File: src/rtl/jof32_fetch_pkg.sv
// Shared definitions for the JOF32 fetch stage: PC-mux select codes,
// sequencing-controller state encodings and the default PC width.
package jof32_fetch_pkg;

    // Default program-counter width in bits.
    localparam int unsigned PC_W_DEFAULT = 10;

    // Width of the post-redirect bubble counter (FLUSH_CYCLES is 1..7).
    localparam int unsigned FLUSH_CNT_W = 3;

    // Select codes driven onto the fetch PC multiplexer.
    localparam logic [2:0] SEL_SEQ = 3'd0;
    localparam logic [2:0] SEL_BR  = 3'd1;
    localparam logic [2:0] SEL_JMP = 3'd2;

    // Sequencing controller states.
    typedef enum logic [1:0] {
        ST_BOOT  = 2'd0,
        ST_RUN   = 2'd1,
        ST_FLUSH = 2'd2,
        ST_HALT  = 2'd3
    } fetch_state_e;

    // The single event that wins arbitration in a given cycle.
    typedef enum logic [2:0] {
        EV_SEQ    = 3'd0,
        EV_STALL  = 3'd1,
        EV_HALT   = 3'd2,
        EV_JUMP   = 3'd3,
        EV_BRANCH = 3'd4
    } fetch_event_e;

    // Fixed priority: branch > jump > halt > stall > sequential.
    // The branch is older (EX) than the jump (ID), so it always wins.
    function automatic fetch_event_e resolve_event(
        input logic branch_taken,
        input logic jump_req,
        input logic halt_req,
        input logic stall
    );
        fetch_event_e ev;
        if (branch_taken)  ev = EV_BRANCH;
        else if (jump_req) ev = EV_JUMP;
        else if (halt_req) ev = EV_HALT;
        else if (stall)    ev = EV_STALL;
        else               ev = EV_SEQ;
        return ev;
    endfunction

endpackage

File: src/rtl/flush_counter.sv
// Load/decrement counter that times the wrong-path bubble after a redirect.
// done is asserted on the last bubble cycle (count of 1).
module flush_counter
    import jof32_fetch_pkg::*;
#(
    parameter int unsigned W = FLUSH_CNT_W
) (
    input  logic         clk,
    input  logic         rst,
    input  logic         load,
    input  logic [W-1:0] load_val,
    input  logic         dec,
    output logic         done
);

    logic [W-1:0] count;

    // Count register: load wins over decrement; the count never underflows.
    always_ff @(posedge clk) begin
        // NOTE: registers are written with <= so every flop samples pre-edge values.
        if (rst) begin
            count <= '0;
        end else if (load) begin
            count <= load_val;
        end else if (dec && (count != '0)) begin
            count <= count - W'(1);
        end
    end

    // A count of 0 is also treated as done, so a stray zero can never
    // trap the controller in its flush state.
    assign done = (count <= W'(1));

endmodule

File: src/rtl/fetch_pc_ctrl.sv
// JOF32 fetch sequencing controller. Owns the PC register, drives the
// fetch PC-mux select, and sequences boot, stalls, post-redirect flush
// and halt. The mux itself lives beside this block in the fetch top and
// returns its output on pc_next.
module fetch_pc_ctrl
    import jof32_fetch_pkg::*;
#(
    parameter int unsigned     PC_W         = PC_W_DEFAULT,
    parameter logic [PC_W-1:0] RESET_PC     = '0,
    parameter int unsigned     FLUSH_CYCLES = 1
) (
    input  logic            clk,
    input  logic            rst,
    input  logic            stall,
    input  logic            branch_taken,
    input  logic            jump_req,
    input  logic            halt_req,
    input  logic [PC_W-1:0] pc_next,
    output logic [PC_W-1:0] pc,
    output logic [PC_W-1:0] pc_seq,
    output logic [2:0]      dir_sl,
    output logic            fetch_valid,
    output logic            flush,
    output logic            halted
);

    // Bubble count reloaded on every accepted redirect.
    localparam logic [FLUSH_CNT_W-1:0] FLUSH_LOAD = FLUSH_CNT_W'(FLUSH_CYCLES);

    fetch_state_e    state;
    fetch_state_e    state_nxt;
    fetch_event_e    ev;
    logic [PC_W-1:0] pc_d;
    logic            fetch_valid_d;
    logic            redirect;
    logic            cnt_load;
    logic            cnt_dec;
    logic            cnt_done;

    // Sequential address for the mux; wraps silently at the top of memory.
    assign pc_seq = pc + PC_W'(1);

    assign ev = resolve_event(branch_taken, jump_req, halt_req, stall);

    // Next-state, mux select and register next-values from state and requests.
    always_comb begin
        // NOTE: every signal assigned here gets a default first, so no path infers a latch.
        state_nxt     = state;
        pc_d          = pc;
        fetch_valid_d = fetch_valid;
        dir_sl        = SEL_SEQ;
        redirect      = 1'b0;
        cnt_load      = 1'b0;
        cnt_dec       = 1'b0;

        unique case (state)
            ST_BOOT: begin
                // One idle cycle out of reset, then start fetching at RESET_PC.
                state_nxt     = ST_RUN;
                fetch_valid_d = 1'b1;
            end

            ST_RUN: begin
                unique case (ev)
                    EV_BRANCH: begin
                        dir_sl   = SEL_BR;
                        redirect = 1'b1;
                    end
                    EV_JUMP: begin
                        dir_sl   = SEL_JMP;
                        redirect = 1'b1;
                    end
                    EV_HALT: begin
                        state_nxt     = ST_HALT;
                        fetch_valid_d = 1'b0;
                    end
                    EV_STALL: begin
                        // PC and fetch_valid simply hold.
                    end
                    default: begin
                        pc_d = pc_next;
                    end
                endcase
            end

            ST_FLUSH: begin
                // Only a redirect matters here; a halt or stall seen now
                // belongs to the wrong path and is dropped.
                if (ev == EV_BRANCH) begin
                    dir_sl   = SEL_BR;
                    redirect = 1'b1;
                end else if (ev == EV_JUMP) begin
                    dir_sl   = SEL_JMP;
                    redirect = 1'b1;
                end else begin
                    cnt_dec = 1'b1;
                    if (cnt_done) begin
                        state_nxt     = ST_RUN;
                        fetch_valid_d = 1'b1;
                    end
                end
            end

            default: begin
                // ST_HALT: everything but rst is ignored.
            end
        endcase

        // Any accepted redirect loads the target and (re)starts the bubble.
        if (redirect) begin
            pc_d          = pc_next;
            state_nxt     = ST_FLUSH;
            fetch_valid_d = 1'b0;
            cnt_load      = 1'b1;
        end
    end

    // IF/ID is killed in the redirect cycle itself and for every bubble cycle.
    assign flush  = redirect || (state == ST_FLUSH);
    assign halted = (state == ST_HALT);

    // State, PC and fetch_valid registers with synchronous reset.
    always_ff @(posedge clk) begin
        if (rst) begin
            state       <= ST_BOOT;
            pc          <= RESET_PC;
            fetch_valid <= 1'b0;
        end else begin
            state       <= state_nxt;
            pc          <= pc_d;
            fetch_valid <= fetch_valid_d;
        end
    end

    flush_counter #(
        .W (FLUSH_CNT_W)
    ) u_flush_counter (
        .clk      (clk),
        .rst      (rst),
        .load     (cnt_load),
        .load_val (FLUSH_LOAD),
        .dec      (cnt_dec),
        .done     (cnt_done)
    );

endmodule

File: config.mk
export PLATFORM = sky130hd
export DESIGN_NAME = fetch_pc_ctrl
export DESIGN_NICKNAME = d
export VERILOG_FILES = /design/src/rtl/jof32_fetch_pkg.sv /design/src/rtl/flush_counter.sv /design/src/rtl/fetch_pc_ctrl.sv
export SDC_FILE = /design/constraint.sdc
export NUM_CORES = 1
export LEC_CHECK = 0
export ABC_AREA = 1
export BUFFER_PORTS_ARGS = -buffer_cell sky130_fd_sc_hd__buf_2
export CORE_MARGIN = 2
export CORE_UTILIZATION = 30
export DETAILED_ROUTE_END_ITERATION = 8
export GPL_TIMING_DRIVEN = 0
export HOLD_SLACK_MARGIN = 0.05
export PLACE_DENSITY = 0.53
export RECOVER_POWER = 25
export SETUP_SLACK_MARGIN = 0.2
export SYNTH_ARGS = -nofsm -noshare
export SYNTH_HDL_FRONTEND = slang
export SYNTH_SLANG_ARGS = --single-unit
File: constraint.sdc
create_clock -name clk -period 2.5 [get_ports clk]
set_clock_uncertainty 0.1 [all_clocks]
set_input_delay 0.25 -clock clk [delete_from_list [all_inputs] [get_ports clk]]
set_output_delay 0.25 -clock clk [all_outputs]
set_load 0.01 [all_outputs]
======== Yosys cells after proc, flatten, opt, wreduce, memory -nomap -nowiden ========
Cells that the tools add are included.
word-level totals
  flip-flop bits (word level) ............. 16
  bits of input ports ..................... 16
  word-level logic and storage cells ...... 72
operators by class
  $add $sub $neg .......................... 2
  magnitude comparators ................... 1
  eq/ne operators ......................... 16
  multiplexer cells ....................... 32
  reductions and logical operators ........ 15
operators with widths
  operator                 number
  $mux W10                 3
  $mux W2                  9
  $mux W1                  14
  $add A10 B1 Y10 const B  1
  $reduce_and A5 Y1        2
  $ne A3 B3 Y1 const B     3
  $pmux W2 S2              2
  $eq A3 B2 Y1 const B     2
  $ne A2 B2 Y1 const B     3
  $pmux W2 S3              1
  $reduce_bool A3 Y1       2
  $reduce_or A2 Y1         3
  $eq A2 B2 Y1 const B     2
  $ne A2 B1 Y1 const B     2
  $reduce_bool A2 Y1       2
  $reduce_bool A4 Y1       1
  $reduce_or A4 Y1         1
  $eq A3 B1 Y1 const B     1
  $eq A3 B3 Y1 const B     1
  $le A3 B1 Y1 const B     1
  $mux W3                  1
  $ne A3 B2 Y1 const B     1
  $pmux W1 S3              1
  $sub A3 B1 Y3 const B    1
  other kinds (6)          6

======== Logic depth before layout (Yosys ltp) ========
Gate-level depths: netlist of run 1.
  depth in word-level cells ............... 11
  gate-level depth with buffers ........... 9

======== Hierarchy ========
From an unflattened synthesis of run 1, not the netlist that was laid out.
unflattened totals
  cells, all modules ...................... 154
  area, all modules ....................... 1068.5 µm²
by module, submodules not included
  module         instances  cells each  area an instance (µm²)  seq. area each (µm²)
  fetch_pc_ctrl  1          120         835.8                   260.2
  flush_counter  1          34          232.7                   60.1

======== Worst setup path before layout of run 1 ========
OpenSTA, ideal clock, no wires.
  path kind ............................... flip-flop to output port
  from .................................... register pc[0]
  to ...................................... output port pc_seq[8]
  data arrival time ....................... 1.249 ns
  slack ................................... 0.901 ns
  stages on the path, launching flop included .. 8
  cells stage by stage .................... dfxtp_1 > ha_1 > nand2_1 > inv_1 > nand2_1 > nor2_1 > nand3_1 > xnor2_1
between the ends
  cells in the longest elaborated chain, start to end .. 1
RTL lines
  what                      RTL line              text
  start: declaration        fetch_pc_ctrl.sv:19   output logic [PC_W-1:0] pc,
  start signal: assignment  fetch_pc_ctrl.sv:130  pc <= pc_d;
  $add A10 B1 Y10           fetch_pc_ctrl.sv:41   assign pc_seq = pc + PC_W'(1);
  end: declaration          fetch_pc_ctrl.sv:20   output logic [PC_W-1:0] pc_seq,
No other way between the ends.

======== Worst setup path after layout of run 1 ========
Ends and elaborated chain as after synthesis.

==> impl_metrics.yaml, run 1 <==
pwr:
  ir_drop_uv: 271
  internal_power_mw: 0.570
  pwr-share-comb: 0.465
  p_per_area_nw_per_um2: 819
  pwr-share-clk: 0.128
  switching_share: 0.423
  p_switching_mw: 0.418
  power_frac_seq: 0.406
  report.power.total_mw: 0.988
  power_leakage_nw: 0.645
layout:
  area_delta_synth_final_pct: 28.2
  n_antenna_cell: 0
  drive_above_1_share: 0.237
  regArea_sq_um: 320
  multiInputGateArea_sq_um: 515
  fill_cells: 348
  nets: 202
synthesis:
  ys_seq_area_frac: 0.340
  yosys_warnings: 0
  synth-async-reset-ratio: 0
  synth_ff_type: "dfxtp_1"
  synth_cells: 134
  synth.distinct_cells: 22
  netlist_area_sq_um: 941
  synth_nets: 157
  yosys-top-cells-count: "nor2_1, inv_1, dfxtp_1"
  yosys.cell_count.top_type: "nor2_1"
  avgSynthCellArea_sq_um: 7.02
  synth_top_cell_area_share: 0.340
  synth_edf_count: 0
  ys_ff_latch: 16
  yosys.area.top_type: "dfxtp_1"
  synth_area_leaders: "dfxtp_1, nor2_1, ha_1, inv_1, o21ai_1"
place:
  portBuffers: 40
  hpwl_mm: 1.71
  place.gp.congestion: 0.842
floorplanning:
  initial_utilization: 0.311
  io_pins: 42
  die_h_microns: 60.0
  die_w_microns: 60.0
  core-area_sq_um: 3030
  dieArea_sq_um: 3600
  fp-row-count: 20
clocking:
  postCtsSetupBuffers: 0
  numClockSinks: 16
  cts_root_buf: "clkbuf_4"
  cts_buffers: 3
  clock_path_buffers: 2
  clk_pin_slew_worst_paths_ps: 90
  hold_buffers: 0
  cts_tree: "built"
  cts.htree.levels: 1
  post_cts_resize_count: 0
  clk_latency_ps: 270
sta:
  setup-violations-final: 0
  hold_viol_final: 0
  min_period_ps: 1950
  max_freq_ghz: 0.513
  finalMaxSlewViolations: 0
  rsz0062_at_grt: "false"
  setup_tns_ps: 0
  fin_crit_sh: 0.779
global_route:
  grt_overflow: 0
  first_global_vias: 804
  gr-usage-all-layers: 0.121
  antenna_found_initial: 0
  grt_max_degree: 11
  grt_pass1_wl_mm: 3.31
job:
  drv_cap: 0
drt:
  avgRoutedWirePerCell_microns: 9.39
  antenna_left: 0
  vias: 931
  firstDrtPassIters: 2
  wl_mm: 2.08
  initialDrtViolationCount: 31
  via_per_inst: 4.21
  remaining_drc_errors: 0
status:
  status: "finished clean"
worst_setup_path:
  cp.required_ps: 2150
  slowest_stage: "dfxtp_1"
  path_class: "flop to output port"
  crit_top_cell: "nand2_1"
  crit_chain: "ha_1 -> nand2_1 -> inv_1 -> nand2_1 -> nor2_1 -> nand3_1 -> xnor2_1 -> buf_2"
  cp.arrival_ps: 1600
  cp-start-kind: "flop"
  crit_buf_inv: 2
  cp_max_fo: 5
  end_kind: "output port"
  slowest_delay_ps: 420
  cp_top_family: "flip-flops"
worst_hold_path:
  hold_path_class: "input port to flop"
==> final cells by class <==
cell class	instances	area share
clock buffers	3	0.0187
plain buffers	3	0.0187
inverters	22	0.0685
well taps	44	0.0456
flip-flops and latches	16	0.266
repair buffers	40	0.156
multi-input cells	93	0.427
==> power by group through the flow <==
stage,clock (mW),combinational (mW),sequential [mW]
after global routing,0.151,0.523,0.414
after detailed placement,0,0.478,0.406
after floorplan,0,0.284,0.419
after global placement,0,0.472,0.402
final,0.127,0.459,0.401
after CTS,0.138,0.480,0.401
==> routing by layer <==
layer | vias to the layer above | share of wire | track usage
li1 | 508 | - | -
met1 | 389 | 0.49 | 0.160
met2 | 32 | 0.43 | 0.189
met3 | 2 | 0.073 | 0.0303
met4 | 0 | 0.0048 | 0.0476
met5 | - | 0 | 0
==> worst paths after layout <==
kind,from,endpoint,slack [ps],cells after the start
max reg2reg,state[0],pc[0],820,9
min,pc_next[9],pc[9],100,3
min reg2reg,fetch_valid,fetch_valid,350,2
max,pc[0],pc_seq[8],550,8
==> stage by stage <==
step | cells | setup slack [ps] | hold slack [ps] | utilization | instance area (sq um)
4_1_cts | 221 | 532 | 88.4 | 0.402 | 1220
2_1_floorplan | 134 | 901 | 285 | - | 941
5_1_grt | 221 | 280 | 85.1 | 0.398 | 1210
6_report | 221 | 552 | 97.6 | 0.398 | 1210
3_3_place_gp | 218 | 862 | 344 | 0.395 | 1200
3_5_place_dp | 218 | 817 | 346 | 0.395 | 1200
==> cell families after synthesis <==
logic type | Yosys count | synth area share
compound gates | 18 | 0.102
xor+xnor | 7 | 0.0652
fa+ha+maj | 7 | 0.0931
buf+inv | 25 | 0.112
flops | 16 | 0.340
other cells | 1 | 0.00399
simple gates | 60 | 0.283
==> flip-flops by register name (all words and copies together), names as in the netlist <==
signal	count
fetch_valid	1
u_flush_counter.count	3
pc	10
state	2
==> worst reg2reg max path, delay by kind of cell, from the launching register on <==
kind | cells | cell delay (ps)
AND/OR/NAND/NOR | 3 | 300
flip-flops | 1 | 390
adder cells (fa/ha/maj) | 1 | 280
buffers and inverters | 3 | 270
AO/OA/AOI/OAI | 2 | 280
==> cells in the final DEF, fill, tap and decap left out, types with 3 or more instances in the layout <==
master,count
nand4_1,3
xor2_1,5
a21oi_1,5
ha_1,7
dfxtp_1,16
buf_2,30
nand3_1,7
clkbuf_1,10
o21ai_1,11
inv_1,20
nor2_1,32
clkbuf_4,3
nand2_1,13
No activity file was read; power rests on OpenSTA's default activity.
==> run 2, diff against run 1 <==
Settings changed: PLACE_DENSITY 0.53 to 0.55.
Clock period 2.5 ns to 1.7 ns, I/O delays scaled along.
==> impl_metrics.yaml, run 2 (synthesized netlist as in run 1, its figures left out) <==
status:
  status: "complete, but fails checks"
  violations: "negative setup slack"
sta:
  fin_crit_sh: 1.00
  setup-violations-final: 1
  finalMaxSlewViolations: 0
  rsz0062_at_grt: "true"
  max_freq_ghz: 0.587
  hold_viol_final: 0
  setup_tns_ps: -3.07
  worst_slack_ps: -3.07
  min_period_ps: 1700
layout:
  area_delta_synth_final_pct: 72.6
  fill_cells: 285
  layout_common_cells: "buf_2, nor2_1, inv_1"
  reg.largest.list: "pc: 10 flops, u_flush_counter.count: 3 flops, state: 2 flops"
  drive_above_1_share: 0.508
  n_antenna_cell: 0
  finish.utilization: 0.536
  nets: 224
  multiInputGateArea_sq_um: 678
  largest_register_ffs: 10
  regArea_sq_um: 353
  final_common_cell: "buf_2"
  instances_no_fill: 243
  regMostFlops: "pc"
pwr:
  pwr-share-clk: 0.104
  switching_share: 0.410
  power_leakage_nw: 0.857
  ir_drop_uv: 427
  pwr-share-comb: 0.539
  p_per_area_nw_per_um2: 1130
  power_frac_seq: 0.358
  internal_power_mw: 1.08
  p_switching_mw: 0.751
drt:
  avgRoutedWirePerCell_microns: 10.0
  via_per_inst: 4.23
  wl_mm: 2.43
  vias: 1029
  remaining_drc_errors: 0
  antenna_left: 0
  initialDrtViolationCount: 40
  firstDrtPassIters: 4
worst_setup_path:
  cp.arrival_ps: 1430
  slowest_delay_ps: 380
  ff2ff_setup_slack_ps: 80
  cp.depth: 8
  cp-start-kind: "flop"
  crit_chain: "ha_4 -> nand2_4 -> inv_2 -> nand2_2 -> nor2_4 -> nand3_2 -> xnor2_2 -> buf_2"
  cp.required_ps: 1430
  cp_top_family: "flip-flops"
  reg2regPathDepth: 10
  crit_buf_inv: 2
  end_kind: "output port"
  cp_max_fo: 4
  path_class: "flop to output port"
  slowest_stage: "dfxtp_4"
clocking:
  cts_root_buf: "clkbuf_4"
  cts.htree.levels: 1
  clk_latency_ps: 270
  clock_path_buffers: 2
  clk_pin_slew_worst_paths_ps: 90
  numClockSinks: 16
  cts_tree: "built"
  cts_buffers: 3
global_route:
  grt_overflow: 0
  grt_pass1_wl_mm: 3.84
  gr-usage-all-layers: 0.141
  first_global_vias: 993
  antenna_found_initial: 0
  grt_max_degree: 11
place:
  place_inst: 218
  portBuffers: 40
  place_ws_ps: 62.0
  place.gp.congestion: 0.793
  hpwl_mm: 1.62
floorplanning:
  die_w_microns: 60.0
  core-area_sq_um: 3030
  io_pins: 42
  dieArea_sq_um: 3600
  initial_utilization: 0.311
  fp-row-count: 20
  die_h_microns: 60.0
worst_hold_path:
  hold_path_class: "input port to flop"
  hold_depth: 4
job:
  drv_cap: 0
## run 2: changes by cell type in the layout (fill, tap and decap cells not counted), sizes merged
cell         previous run  this run
buf                    33        54
clkbuf                 13         4
dlygate4sd3             0        10
## run 2: area by class of cell
class | instances | share of cell area
repair buffers | 62 | 0.248
well taps | 44 | 0.0339
multi-input cells | 93 | 0.418
inverters | 22 | 0.0555
clock buffers | 3 | 0.0139
flip-flops and latches | 16 | 0.217
plain buffers | 3 | 0.0139
## run 2: tightest hold or removal path, stage by stage
cell and delay (ps):
buf_2 110, nor2_4 40, nand2_1 50, a21oi_1 30
## run 2: power groups by stage
| stage | Combinational, mW | Sequential [mW] | Clock [mW] |
|---|---|---|---|
| floorplan | 0.422 | 0.620 | 0 |
| global placement | 0.697 | 0.592 | 0 |
| detailed placement | 0.705 | 0.597 | 0 |
| CTS | 0.937 | 0.628 | 0.209 |
| global route | 1.11 | 0.677 | 0.222 |
| finish | 0.987 | 0.656 | 0.190 |
## run 2: stage by stage
stage | hold slack [ps] | power [mW] | instance area (sq um)
after global routing | 94.3 | 2.00 | 1620
after floorplan | 205 | 1.04 | 950
after CTS | 54.2 | 1.77 | 1540
final | 76.4 | 1.83 | 1620
after detailed placement | 300 | 1.30 | 1200
after global placement | 293 | 1.29 | 1200
## run 2: path summary, 6_finish.rpt
| kind | start | end |
|---|---|---|
| worst min register to register | fetch_valid | fetch_valid |
| worst min-delay path | rst | fetch_valid |
| worst max register to register | state[0] | pc[3] |
| worst max-delay path | pc[1] | pc_seq[8] |
## run 2: layer usage
metal | wire length [microns] | vias to the layer above | GRT usage
met5 | 0 | - | 0
met4 | 29 | 0 | 0.0571
met3 | 124 | 4 | 0.0260
met2 | 1220 | 34 | 0.272
met1 | 1060 | 439 | 0.146
li1 | - | 552 | -
## run 2: what timing repair did
| item | 4_1_cts | 5_1_grt |
|---|---|---|
| pin swaps | 10 | 9 |
| hold buffers | 10 | 0 |
| buffers inserted | 8 | 3 |
| endpoints found under the hold margin | 10 | 0 |
| setup endpoints to repair | 21 | 24 |
| gates resized for setup | 40 | 23 |
| gates cloned | 1 | 0 |
